[src/rtl/pwm_multi_pkg.sv]
// Shared constants and types for the multi-channel PWM generator.
package pwm_multi_pkg;

  localparam logic MODE_EDGE   = 1'b0;
  localparam logic MODE_CENTER = 1'b1;

  localparam int CW_MIN = 2;
  localparam int CW_MAX = 32;
  localparam int CH_MAX = 16;

  typedef enum logic {
    DIR_UP   = 1'b0,
    DIR_DOWN = 1'b1
  } dir_t;

  // LSB of channel ch's duty field inside the packed duty bus.
  function automatic int duty_lsb(input int ch, input int cw);
    return ch * cw;
  endfunction

endpackage

[src/rtl/pwm_multi_ch.sv]
// One PWM channel: active duty/polarity registers and the registered comparator output.
module pwm_multi_ch
  import pwm_multi_pkg::*;
#(
  parameter int CW = 16
) (
  input  logic          clk,
  input  logic          reset_n,
  input  logic [CW-1:0] cnt,
  input  logic          load,
  input  logic [CW-1:0] stg_duty,
  input  logic          stg_polarity,
  input  logic          enable,
  output logic          pwm_o
);

  logic [CW-1:0] duty_act;
  logic          pol_act;

  always_ff @(posedge clk) begin
    if (!reset_n) begin
      duty_act <= '0;
      pol_act  <= 1'b0;
      pwm_o    <= 1'b0;
    end else begin
      if (load) begin
        duty_act <= stg_duty;
        pol_act  <= stg_polarity;
      end
      // Output reflects the current cnt with the currently active settings.
      pwm_o <= enable ? ((cnt < duty_act) ^ pol_act) : pol_act;
    end
  end

endmodule

[src/rtl/pwm_multi.sv]
// Multi-channel PWM: shared edge/center-aligned period counter with double-buffered
// period/duty/mode/polarity that only take effect at a period boundary or while idle.
module pwm_multi
  import pwm_multi_pkg::*;
#(
  parameter int CH = 4,
  parameter int CW = 16
) (
  input  logic             clk,
  input  logic             reset_n,
  input  logic             enable,
  input  logic [CW-1:0]    period,
  input  logic [CH*CW-1:0] duty,
  input  logic             center,
  input  logic [CH-1:0]    polarity,
  input  logic             update,
  output logic             busy,
  output logic             period_tick,
  output logic [CH-1:0]    pwm_o
);

  localparam logic [CW-1:0] CNT_ONE = CW'(1);

  logic [CW-1:0]    cnt_q, cnt_d;
  dir_t             dir_q, dir_d;
  logic             en_q;
  logic             run;
  logic             boundary;
  logic             load;

  logic [CW-1:0]    stg_period;
  logic [CH*CW-1:0] stg_duty;
  logic             stg_center;
  logic [CH-1:0]    stg_polarity;
  logic [CW-1:0]    act_period;
  logic             act_center;

  // The counter only advances once enable has been high for a full cycle, so the
  // first enabled cycle presents cnt=0 and the first period_tick lands one later.
  assign run      = enable & en_q;
  assign boundary = run && (cnt_d == '0);
  // A strobe in the same cycle as a boundary keeps staging pending.
  assign load     = busy && !update && (boundary || !run);

  always_comb begin
    cnt_d = '0;
    dir_d = DIR_UP;
    if (run && (act_period != '0)) begin
      if (act_center == MODE_EDGE) begin
        cnt_d = (cnt_q >= act_period) ? '0 : cnt_q + CNT_ONE;
      end else if (dir_q == DIR_UP) begin
        if (cnt_q >= act_period) begin
          cnt_d = cnt_q - CNT_ONE;
          dir_d = DIR_DOWN;
        end else begin
          cnt_d = cnt_q + CNT_ONE;
        end
      end else begin
        cnt_d = cnt_q - CNT_ONE;
        dir_d = DIR_DOWN;
      end
      if (cnt_d == '0) dir_d = DIR_UP;
    end
  end

  always_ff @(posedge clk) begin
    if (!reset_n) begin
      cnt_q        <= '0;
      dir_q        <= DIR_UP;
      en_q         <= 1'b0;
      period_tick  <= 1'b0;
      busy         <= 1'b0;
      stg_period   <= '0;
      stg_duty     <= '0;
      stg_center   <= MODE_EDGE;
      stg_polarity <= '0;
      act_period   <= '0;
      act_center   <= MODE_EDGE;
    end else begin
      cnt_q       <= cnt_d;
      dir_q       <= dir_d;
      en_q        <= enable;
      period_tick <= run && (cnt_q == '0);
      if (update) begin
        stg_period   <= period;
        stg_duty     <= duty;
        stg_center   <= center;
        stg_polarity <= polarity;
        busy         <= 1'b1;
      end else if (load) begin
        busy <= 1'b0;
      end
      if (load) begin
        act_period <= stg_period;
        act_center <= stg_center;
      end
    end
  end

  for (genvar i = 0; i < CH; i++) begin : g_ch
    pwm_multi_ch #(.CW(CW)) u_ch (
      .clk          (clk),
      .reset_n      (reset_n),
      .cnt          (cnt_q),
      .load         (load),
      .stg_duty     (stg_duty[duty_lsb(i, CW) +: CW]),
      .stg_polarity (stg_polarity[i]),
      .enable       (run),
      .pwm_o        (pwm_o[i])
    );
  end

endmodule

[config.mk]
export PLATFORM = sky130hd
export DESIGN_NAME = pwm_multi
export DESIGN_NICKNAME = d
export VERILOG_FILES = /design/src/rtl/pwm_multi_pkg.sv /design/src/rtl/pwm_multi_ch.sv /design/src/rtl/pwm_multi.sv
export SDC_FILE = /design/constraint.sdc
export NUM_CORES = 1
export LEC_CHECK = 0
export CELL_PAD_IN_SITES_DETAIL_PLACEMENT = 0
export CELL_PAD_IN_SITES_GLOBAL_PLACEMENT = 1
export CORE_ASPECT_RATIO = 1.5
export CORE_MARGIN = 2
export CORE_UTILIZATION = 45
export DETAILED_ROUTE_END_ITERATION = 16
export PLACE_DENSITY_LB_ADDON = 0.1
export SYNTH_ARGS = -nofsm -noshare
export SYNTH_HDL_FRONTEND = slang
export SYNTH_SLANG_ARGS = --single-unit
[constraint.sdc]
create_clock -name clk -period 6.36 [get_ports clk]
set_input_delay 1.59 -clock clk [delete_from_list [all_inputs] [get_ports clk]]
set_output_delay 1.59 -clock clk [all_outputs]
set_load 0.005 [all_outputs]
Yosys cells after proc, flatten, opt, wreduce, memory -nomap -nowiden. Index checks and enable logic that the tools add are counted.

Add/sub/neg operators: 2. Magnitude comparators: 5. Mux-type cells: 14. Bitwise logic cells: 8. Reduce and logical (&&, ||, !) cells: 14.

Operator list (count): $mux 16 (6); $lt 16x16->1 (4); $logic_not 16->1 (3); $add 16x1->16 const B (1); $ge 16x16->1 (1); $reduce_bool 16->1 (1); $sub 16x1->16 const B (1); $mux 1 (8); $logic_and 1x1->1 (5); $reduce_or 4->1 (1); $xor 1x1->1 (4); $not 1->1 (3); $logic_not 1->1 (2); $reduce_bool 2->1 (1); $and 1x1->1 (1); $logic_or 1x1->1 (1).

Register bits after elaboration: 194. Input port bits: 89. Output and inout bits: 6. Word-level logic and storage cells: 66.

Depth between registers and ports, before layout. Gate-level depths: netlist (run 1).

Depth in word-level cells: 12. Gate-level depth with buffers: 15.

By module. Synthesis (run 1) repeated with hierarchy kept, for this count alone.

Cells, all modules: 1133. Area, all modules: 10572.6 µm².

By module, submodules not included: pwm_multi (times used 1, cells an instance 689, area each 6343.6 µm², sequential area each 2442.3 µm²); pwm_multi_ch (times used 4, cells an instance 111, area each 1057.3 µm², sequential area each 360.3 µm²).

Worst setup path before layout (run 1). No wires, ideal clock.

Path type: reg2reg. Start point: reg cnt_q[13]. End point: reg act_period[0]. Setup time: 72 ps. Arrival: 3398 ps. Required time: 6288 ps. Path slack: 2891 ps. Cell stages (with the launch flop): 14. Path buffers: 4. Clock period less this slack: 3469 ps. Cell sequence: dfxtp_1 > ha_1 > nand4_2 > or4_1 > a221o_1 > and3_1 > buf_2 > a221o_1 > a2111oi_4 > o211a_1 > buf_4 > buf_12 > buf_12 > mux2i_1.

Longest elaborated chain between the ends: 10. Elaborated cells on any way between the ends: 13. Classes of those cells: add/sub: 2; order compare: 1; mux: 6; reduce/logical: 4.

Ends and longest elaborated chain: start, declared (line pwm_multi.sv:24) `logic [CW-1:0] cnt_q, cnt_d;`; start signal, assigned (line pwm_multi.sv:80) `cnt_q <= cnt_d;`; $add 16x1->16, or another cell as far along (line pwm_multi.sv:50, pwm_multi.sv:56); $mux 16 (line pwm_multi.sv:52) `if (cnt_q >= act_period) begin`; $mux 16 (line pwm_multi.sv:51) `end else if (dir_q == DIR_UP) begin`; $mux 16 (*) (line pwm_multi.sv:49) `if (act_center == MODE_EDGE) begin`; $mux 16 (*) (2 in a row) (line pwm_multi.sv:48) `if (run && (act_period != '0)) begin`; $logic_not 16->1 (*) (line pwm_multi.sv:41) `assign boundary = run && (cnt_d == '0);`; $logic_and 1x1->1 (*) (line pwm_multi.sv:41); $logic_or 1x1->1 (*) (line pwm_multi.sv:43) `assign load = busy && !update && (boundary || !run);`; $logic_and 1x1->1 (*) (line pwm_multi.sv:43); end signal, assigned (line pwm_multi.sv:94) `act_period <= stg_period;`; end, declared (line pwm_multi.sv:35) `logic [CW-1:0] act_period;`.

Every way passes the cells marked *; elsewhere a longest branch is shown, timed or not. The select of a mux whose other input is x is not followed. A chain may end at the register's enable or synchronous reset.

Worst setup path in the final report (run 1).
Start point: reg cnt_q[4]. End point: reg g_ch[0].u_ch.duty_act[13].

Longest elaborated chain between the ends: 10. Elaborated cells on any way between the ends: 13. Classes of those cells: add/sub: 2; order compare: 1; mux: 6; reduce/logical: 4.

Ends and longest elaborated chain: $add 16x1->16, or another cell as far along (line pwm_multi.sv:50, pwm_multi.sv:56); $mux 16 (line pwm_multi.sv:52); $mux 16 (line pwm_multi.sv:51); $mux 16 (*) (line pwm_multi.sv:49); $mux 16 (*) (2 in a row) (line pwm_multi.sv:48); $logic_not 16->1 (*) (line pwm_multi.sv:41); $logic_and 1x1->1 (*) (line pwm_multi.sv:41); $logic_or 1x1->1 (*) (line pwm_multi.sv:43); $logic_and 1x1->1 (*) (line pwm_multi.sv:43); end signal, assigned (line pwm_multi_ch.sv:27) `duty_act <= stg_duty;`; end, declared (line pwm_multi_ch.sv:17) `logic [CW-1:0] duty_act;`.

Marked as above.

==> results of run 1 <==
routing by layer:
layer  GRT usage  wire (microns)  vias up  share of wire
met4      0.0854             624        0          0.026
met2       0.348           11800      154           0.50
li1            -               -     3972              -
met1       0.248           10400     3596           0.44
met5           0               0        -              0
met3      0.0417             838       36          0.035
through the flow:
step	hold slack [ps]	cells	setup slack, ps	utilization	power (uW)
5_1_grt	466	1478	1430	0.530	2800
4_1_cts	459	1478	1720	0.530	2720
6_report	457	1478	1700	0.530	2690
2_1_floorplan	435	1138	2890	-	1480
3_5_place_dp	447	1448	1750	0.503	1570
3_3_place_gp	442	1448	1790	0.503	1570
logic make-up after synthesis:
logic type	after synthesis	synth area share
flops	194	0.380
xor+xnor	10	0.00857
buf+inv	157	0.0703
mux	172	0.169
compound gates	132	0.0883
fa+ha+maj	79	0.0967
simple gates	394	0.188
where the power goes:
part	switching, uW	internal [uW]
Sequential	22.8	1260
Combinational	125	135
Clock	469	678
worst max-delay path, stage by stage, from the launching register on:
cell and delay, ps:
dfxtp_1 900, ha_1 260, nand2_1 40, or4_1 460, a221o_1 310, nand3_1 510
o221ai_1 310, a2111oi_4 480, o211a_4 590, buf_4 460, mux2i_1 220
sequential cells by signal, summed over array words and instances (netlist names), 4 cells and up:
name                count
cnt_q                  16
g_ch.u_ch.duty_act     64
stg_duty               64
g_ch.u_ch.pwm_o         4
act_period             16
stg_period             16
stg_polarity            4
g_ch.u_ch.pol_act       4
cell usage after synthesis (all sizes together), types with 7 or more instances:
| cell | number |
|---|---|
| and3 | 8 |
| nor4 | 13 |
| nor2b | 86 |
| and2 | 8 |
| xor2 | 8 |
| a21oi | 37 |
| nand2b | 9 |
| nand3 | 11 |
| inv | 87 |
| ha | 79 |
| nand2 | 191 |
| buf | 23 |
| nor2 | 27 |
| nand4 | 13 |
| o22ai | 7 |
| nor3 | 16 |
| a21o | 25 |
| mux2i | 171 |
| clkbuf | 47 |
| o21ai | 23 |
| dfxtp | 194 |
final cells by class:
cell class / count / area (sq um) / share of cell area
multi-input combinational: 787 / 5630 / 0.476
sequential: 194 / 3880 / 0.328
timing repair buffer: 104 / 1030 / 0.0869
clock buffer: 22 / 464 / 0.0393
tap: 276 / 345 / 0.0292
inverter: 87 / 327 / 0.0276
clock inverter: 8 / 153 / 0.0129
worst min path at each step:
stage,start,to,slack (ps),cells past startpoint
detailed placement,g_ch[3].u_ch.duty_act[9],g_ch[3].u_ch.duty_act[9],450,2
floorplan,g_ch[0].u_ch.duty_act[10],g_ch[0].u_ch.duty_act[10],430,2
finish,g_ch[0].u_ch.duty_act[3],g_ch[0].u_ch.duty_act[3],460,2
global route,g_ch[2].u_ch.duty_act[6],g_ch[2].u_ch.duty_act[6],470,2
CTS,g_ch[3].u_ch.duty_act[8],g_ch[3].u_ch.duty_act[8],460,2
global placement,g_ch[1].u_ch.duty_act[1],g_ch[1].u_ch.duty_act[1],440,2
==> results.md, run 1 <==
* Crit path to: g_ch[0].u_ch.duty_act[13]
* Critical Path Fanout Max at 30
* Fillers at 2124
* Area share of the largest cell type after synthesis at 0.380
* Pleak at 0.00471 uW
* Clk sink count at 194
* Vias post-DR at 7758
* Tot GR Track Use at 0.204
* Setup TNS at 0 ps
* Starting density of the core at 0.458
* Die H at approximately 190 microns
* ANT nets after route at 0
* Critical Path Start: cnt_q[4]
* Ys async rst share at 0
* Area of the core at 22300 sq um
* Startpoint Class: flop
* ANT cells at 0
* Post-synthesis sequential area ratio at 0.380
* Vias in the first global route at 7600
* Crit path kind: flop to flop
* Wire per inst at 16.0 microns
* RR Startpoint: cnt_q[4]
* Synth warnings at 0
* CTS tree: built
* Vias per Instance at 5.25
* Area leader, netlist: dfxtp_1
* #FFs+latches synth at about 190
* Fmax achieved at 0.214 GHz
* Clock tree buffer depth at 2
* Largest net degree at the start of global routing at 99
* Outcome: completed
* Arrival @ worst endpoint at ~5000 ps
* Number of iterations in the first detailed-routing pass at 5
* DRC violations left at 0
* Setup Skew at a little under 10 ps
* Post-DP HPWL at approximately 17000 microns
* Root Buffer: clkbuf_16
* Final wirelength at 23700 microns
* EDFF count, synth at 0
* Global-route wire length before repair at 38500 microns
* Proportion of layout cells with a drive suffix above 1 at 0.0399
* Yosys cell types at 62
* Syn Area/Cell at ~9 sq um
* Max-Cap Viols at 0
* Cts hold-fix bufs at 0
* Max IR drop VDD at 0.000189 V
* Die Wd at ~130 microns
* Final count of hold timing violations at 0
* IO Pins at 95
* Placed Area at 11200 sq um
* Slew @ Worst Pin at approximately 910 ps
* Slew Limit Fails at 0
* Cell row count at 67
* Post-CTS setup buffer count at 0
* Final Wtd Congestion at 0.863
* Antenna violations before repair at 0
* Design Area, Final at 11800 sq um
* Synth Instances at ~1100
* Critical Path End Type: flop
* Power per cell area at 227 nW/um^2
* Drt initial violations at 370
* Mapped Nets at 1306
* CTS H-tree depth at 4
* Relative slew slack at 0.393
* Overflow after GRT at 0
* Worst hold path class: flop to flop
* Layout Area Growth over Synthesis at 15.7%
* Final nets at approximately 1400
* Worst skew pair latency at 440 ps
* Largest cells by area after synthesis: dfxtp_1 38%, mux2i_1 17%, ha_1 9.7%, nand2_1 7.0%, nor2b_1 5.3%
* Worst endpoint required time at 6730 ps
* Period utilization at 0.733
* Syn Std Cell Area at roughly 10000 sq um
* Die ar. at 24000 sq um
* RSZ-0062 raised after global routing: no
* Reg2reg setup slack at 1700 ps
* Commonest non-fill, non-tap cells in the layout: 194 x dfxtp_1, 191 x nand2_1, 171 x mux2i_1
* # setup viols final at 0
* Primary FF master, synth: dfxtp_1
* Worst r2r path cells at 10
* Resized Gates After CTS at 0
* Number of port buffers at 94
* Total CTS buffers at 17
* Min Tclk post-route at 4660 ps
* Clock slew at reported path FFs at approximately 70 ps
* Commonest non-fill, non-tap cell in the layout: dfxtp_1
* Capturing point of the worst reg2reg path: g_ch[0].u_ch.duty_act[13]
No activity file was read; power rests on OpenSTA's default activity.
==> run 2: changes to the inputs <==
--- a/config.mk
+++ b/config.mk
@@ -9,7 +9,7 @@
 export CELL_PAD_IN_SITES_GLOBAL_PLACEMENT = 1
 export CORE_ASPECT_RATIO = 1.5
 export CORE_MARGIN = 2
-export CORE_UTILIZATION = 45
+export CORE_UTILIZATION = 40
 export DETAILED_ROUTE_END_ITERATION = 16
 export PLACE_DENSITY_LB_ADDON = 0.1
 export SYNTH_ARGS = -nofsm -noshare
==> constraint.sdc (replaced) <==
create_clock -name clk -period 4.15 [get_ports clk]
set_input_delay 1.0375 -clock clk [delete_from_list [all_inputs] [get_ports clk]]
set_output_delay 1.0375 -clock clk [all_outputs]
set_load 0.005 [all_outputs]
==> results.md, run 2 (same netlist as run 1, synthesis figures left out) <==
* Outcome: completed
* Cts hold-fix bufs at 0 (unchanged)
* Die Wd at 135 microns (+5.9%)
* Fillers at 2435 (+15%)
* Slew Limit Fails at 0 (unchanged)
* Commonest non-fill, non-tap cell in the layout: dfxtp_1
* WL met2 at 12500 microns (+6.3%)
* Final nets at 1380 (+1.5%)
* CP Cell Sequence: ha_1 -> nand4_2 -> or4_1 -> a221o_1 -> and3_1 -> a221oi_2 -> a21oi_1 -> a2111oi_4 -> o211a_4 -> buf_12 -> mux2i_1
* CTS H-tree depth at 4 (unchanged)
* Vias post-DR at 7726 (-0.41%)
* Post-CTS setup buffer count at 0 (unchanged)
* Largest registers: g_ch.u_ch.duty_act x64, stg_duty x64
* Hold Startpoint: g_ch[2].u_ch.duty_act[12]
* Worst skew pair latency at 450 ps (about the same)
* Global-route wire length before repair at 40600 microns (+5.4%)
* Multi-input logic area at 5630 sq um (unchanged)
* Proportion of layout cells with a drive suffix above 1 at 0.0588 (+0.0188)
* Die ar. at 26900 sq um (+12%)
* Critical path's largest stage delay at 600 ps (-300 ps)
* Reg area at 3880 sq um (unchanged)
* Overflow after GRT at 0 (unchanged)
* Final Wtd Congestion at 0.868 (+0.53%)
* Relative slew slack at 0.447 (+0.0536)
* Max IR drop VDD at 0.000294 V (+55%)
* Detail Route met3 WL at 814 microns (-2.9%)
* Clock tree buffer depth at 2 (unchanged)
* Slew @ Worst Pin at 830 ps (-79.2 ps)
* Final count of hold timing violations at 0 (unchanged)
* Vias per Instance at 4.97 (-5.2%)
* ANT cells at 0 (unchanged)
* Period utilization at 0.917 (+0.184)
* Max-Cap Viols at 0 (unchanged)
* Die H at 200 microns (+5.9%)
* Resized Gates After CTS at 0 (unchanged)
* Number of iterations in the first detailed-routing pass at 4 (-1)
* Clk sink count at 194 (unchanged)
* Critical Path Start: cnt_q[15]
* Min Tclk post-route at 3810 ps (-856 ps)
* Layout Area Growth over Synthesis at 18.1%
* Startpoint Class: flop
* Uppermost layer routed: met4
* Worst hold path class: flop to flop
* Design Area, Final at 12100 sq um (+2.0%)
* Area of the core at 25100 sq um (+13%)
* Pleak at 0.00483 uW (+2.4%)
* Antenna violations before repair at 0 (unchanged)
* CTS tree: built
* Number of port buffers at 94 (unchanged)
* Vias in the first global route at 7755 (+2.0%)
* Tot GR Track Use at 0.194 (-0.00987)
* Root Buffer: clkbuf_16
* Setup TNS at 0 ps (unchanged)
* Arrival @ worst endpoint at 4170 ps (-860 ps)
* Starting density of the core at 0.407 (-0.0518)
* Critical Path Fanout Max at 33 (+10%)
* Fmax achieved at 0.263 GHz (+22%)
* Setup Skew at 15.4 ps (+5.51 ps)
* Final wirelength at 25200 microns (+6.5%)
* Clock slew at reported path FFs at 70 ps (about the same)
* CP max stage cell: dfxtp_1
* Wire per inst at 16.2 microns (+1.4%)
* ANT nets after route at 0 (unchanged)
* Power per cell area at 334 nW/um^2 (+47%)
* Crit path kind: flop to flop
* RSZ-0062 raised after global routing: no
* Slack of the critical path at 344 ps (-1350 ps)
* RR Startpoint: cnt_q[15]
* Post-DP HPWL at 17400 microns (+5.3%)
* # setup viols final at 0 (unchanged)
* Worst endpoint required time at 4520 ps (-2210 ps)
* Drt initial violations at 416 (+12%)
* Commonest non-fill, non-tap cells in the layout: 194 x dfxtp_1, 191 x nand2_1, 171 x mux2i_1
* Pre-CTS worst setup slack at 408 ps (-1340 ps)
* DRC violations left at 0 (unchanged)
* Largest net degree at the start of global routing at 189 (+91%)
* Total CTS buffers at 17 (unchanged)
* Critical Path End Type: flop
* Placed Area at 11500 sq um (+2.4%)
* Cell row count at 71 (+6.0%)
* IO Pins at 95 (unchanged)
* DRT met1 WL at 11400 microns (+9.3%)
## run 2: cell types whose count changed in the layout (fill, tap and decap cells not counted), sizes merged
cell,previous run,this run
buf,12,33
bufinv,4,1
clkbuf,22,23
clkinv,2,5
inv,88,89
## run 2: metrics by stage
stage | hold slack, ps | instances | total power, uW | util
after floorplan | 435 | 1138 | 2260 | -
after detailed placement | 447 | 1521 | 2420 | 0.457
final | 456 | 1553 | 4030 | 0.480
after global routing | 477 | 1553 | 4210 | 0.480
after global placement | 442 | 1521 | 2420 | 0.457
after CTS | 460 | 1553 | 4100 | 0.480
## run 2: final timing paths
path	slack [ps]	end	cells after the start
worst min register to register	460	g_ch[2].u_ch.duty_act[12]	2
worst max-delay path	340	g_ch[1].u_ch.duty_act[6]	11
worst min-delay path	460	g_ch[2].u_ch.duty_act[12]	2
worst max register to register	340	g_ch[1].u_ch.duty_act[6]	11
## run 2: routing by layer
metal	vias to the layer above	GRT usage
met5	-	0
met4	0	0.0733
met3	32	0.0311
met2	122	0.341
met1	3567	0.237
li1	4005	-
## run 2: area by class of cell
cell class / instances / area share
clock buffer: 23 / 0.0404
clock inverter: 9 / 0.00809
inverter: 87 / 0.0271
multi-input combinational: 787 / 0.466
sequential: 194 / 0.322
tap: 328 / 0.0340
timing repair buffer: 125 / 0.102
## run 2: report_power, final
group	leakage [uW]	total [uW]	internal [uW]	switching, uW
clock	0.000286	1660	902	755
sequential	0.00158	1960	1930	34.5
combinational	0.00296	414	218	195
total	0.00483	4030	3050	985
## run 2: worst max-delay path, delay by kind of cell (launching register included)
family | cells | cell delay (ps)
AO/OA/AOI/OAI | 5 | 1330
adder cells (fa/ha/maj) | 1 | 260
buffers and inverters | 1 | 250
flip-flops | 1 | 600
AND/OR/NAND/NOR | 3 | 1050
multiplexers | 1 | 210
==> run 3: changes to the inputs <==
--- a/config.mk
+++ b/config.mk
@@ -8,7 +8,7 @@
 export CELL_PAD_IN_SITES_DETAIL_PLACEMENT = 0
 export CELL_PAD_IN_SITES_GLOBAL_PLACEMENT = 1
 export CORE_ASPECT_RATIO = 1.5
-export CORE_MARGIN = 2
+export CORE_MARGIN = 3
 export CORE_UTILIZATION = 40
 export DETAILED_ROUTE_END_ITERATION = 16
 export PLACE_DENSITY_LB_ADDON = 0.1
==> results.md, run 3 (same netlist as run 1, synthesis figures left out) <==
* Outcome: completed
* Cell row count at 71 (unchanged)
* Worst skew pair latency at 430 ps (-20 ps)
* Layout Area Growth over Synthesis at 18.8%
* ANT cells at 0 (unchanged)
* Drt initial violations at 381 (-8.4%)
* Min Tclk post-route at 3730 ps (-80.9 ps)
* ANT nets after route at 0 (unchanged)
* Capturing point of the worst reg2reg path: g_ch[3].u_ch.duty_act[1]
* Power per cell area at 340 nW/um^2 (+1.7%)
* Reg2reg setup slack at 420 ps (+80 ps)
* Critical Path Start: cnt_q[13]
* Pre-CTS worst setup slack at 490 ps (+81.2 ps)
* Crit path kind: flop to flop
* Startpoint Class: flop
* Clk sink count at 194 (unchanged)
* Post-CTS setup buffer count at 0 (unchanged)
* DRC violations left at 0 (unchanged)
* Final nets at 1384 (+0.29%)
* Final wirelength at 25300 microns (+0.41%)
* CTS tree: built
* RR Startpoint: cnt_q[13]
* CTS H-tree depth at 4 (unchanged)
* Vias per Instance at 4.99 (+0.34%)
* Vias in the first global route at 7915 (+2.1%)
* Commonest non-fill, non-tap cell in the layout: dfxtp_1
* Tot GR Track Use at 0.189 (-0.00474)
* Critical Path Fanout Max at 28 (-15%)
* Number of port buffers at 94 (unchanged)
* Proportion of layout cells with a drive suffix above 1 at 0.0602 (+0.00144)
* # setup viols final at 0 (unchanged)
* Area of the core at 25100 sq um (unchanged)
* Worst hold path class: flop to flop
* Die ar. at 27500 sq um (+2.5%)
* Starting density of the core at 0.407 (unchanged)
* Antenna violations before repair at 0 (unchanged)
* Wire per inst at 16.3 microns (+0.15%)
* Resized Gates After CTS at 0 (unchanged)
* Fmax achieved at 0.268 GHz (+2.2%)
* Slew @ Worst Pin at 673 ps (-157 ps)
* Final Wtd Congestion at 0.863 (-0.59%)
* Period utilization at 0.898 (-0.0195)
* Max-Cap Viols at 0 (unchanged)
* Total CTS buffers at 17 (unchanged)
* Die Wd at 137 microns (+1.5%)
* Critical Path End Type: flop
* Global-route wire length before repair at 41000 microns (+1.1%)
* Largest net degree at the start of global routing at 162 (-14%)
* Final hold slack at 454 ps (-1.93 ps)
* Arrival @ worst endpoint at 4080 ps (-90 ps)
* Final count of hold timing violations at 0 (unchanged)
* Max IR drop VDD at 0.000301 V (+2.4%)
* Overflow after GRT at 0 (unchanged)
* Relative slew slack at 0.551 (+0.104)
* Setup TNS at 0 ps (unchanged)
* Setup Skew at 7.23 ps (-8.17 ps)
* Vias post-DR at 7772 (+0.60%)
* Largest registers: g_ch.u_ch.duty_act x64, stg_duty x64
* Die H at 202 microns (+1.0%)
* RSZ-0062 raised after global routing: no
* Cts hold-fix bufs at 0 (unchanged)
* Slack of the critical path at 425 ps (+80.9 ps)
* Root Buffer: clkbuf_16
* Worst endpoint required time at 4510 ps (about the same)
* Clock slew at reported path FFs at 70 ps (about the same)
* Post-DP HPWL at 18100 microns (+4.2%)
* Number of iterations in the first detailed-routing pass at 5 (+1)
* Crit path to: g_ch[3].u_ch.duty_act[1]
* Commonest non-fill, non-tap cells in the layout: 194 x dfxtp_1, 191 x nand2_1, 171 x mux2i_1
* Slew Limit Fails at 0 (unchanged)
* Clock tree buffer depth at 2 (unchanged)
* IO Pins at 95 (unchanged)
* Worst r2r path cells at 10 (-1)
* Pleak at 0.00486 uW (+0.75%)
==> run 3: worst min-delay path by stage <==
stage	startpoint	endpoint	slack, ps	cells after the start
global route	g_ch[1].u_ch.duty_act[4]	g_ch[1].u_ch.duty_act[4]	470	2
CTS	g_ch[1].u_ch.duty_act[9]	g_ch[1].u_ch.duty_act[9]	460	2
finish	g_ch[0].u_ch.duty_act[12]	g_ch[0].u_ch.duty_act[12]	450	2
global placement	g_ch[1].u_ch.duty_act[3]	g_ch[1].u_ch.duty_act[3]	440	2
floorplan	g_ch[0].u_ch.duty_act[10]	g_ch[0].u_ch.duty_act[10]	430	2
detailed placement	g_ch[2].u_ch.duty_act[5]	g_ch[2].u_ch.duty_act[5]	450	2
==> run 3: layer usage <==
| metal | track usage | wire [microns] |
|---|---|---|
| met1 | 0.236 | 11100 |
| met2 | 0.326 | 12700 |
| met3 | 0.0290 | 843 |
| met4 | 0.0695 | 708 |
| met5 | 0 | 0 |
==> run 3: through the flow <==
stage	instance area [sq um]	util	power, uW	std cells
floorplan	10200	-	2260	1138
global placement	11500	0.458	2420	1525
detailed placement	11500	0.458	2430	1525
CTS	12100	0.483	4180	1557
global route	12100	0.483	4290	1557
finish	12100	0.483	4120	1557
==> run 3: where the power goes <==
part	switching (uW)	leakage (uW)	internal (uW)
registers	34.6	0.00158	1930
logic	197	0.00298	221
clock network	727	0.000298	1020
==> run 3: worst max-delay path, cell delays in order (launching register included) <==
cell	delay (ps)
dfxtp_1	600
ha_1	250
nand4_2	150
or4_1	590
a221o_1	320
and3_1	230
a221o_1	390
a2111oi_4	360
o211a_4	280
buf_12	240
mux2i_1	220
==> run 3: cell type report <==
| type | count | area [sq um] |
|---|---|---|
| Fill cell | 2454 | 13000 |
| Clock inverter | 7 | 120 |
| Tap cell | 328 | 410 |
| Multi-Input combinational cell | 787 | 5630 |
| Inverter | 87 | 327 |
| Sequential cell | 194 | 3880 |
| Timing Repair Buffer | 129 | 1280 |
| Clock buffer | 25 | 495 |
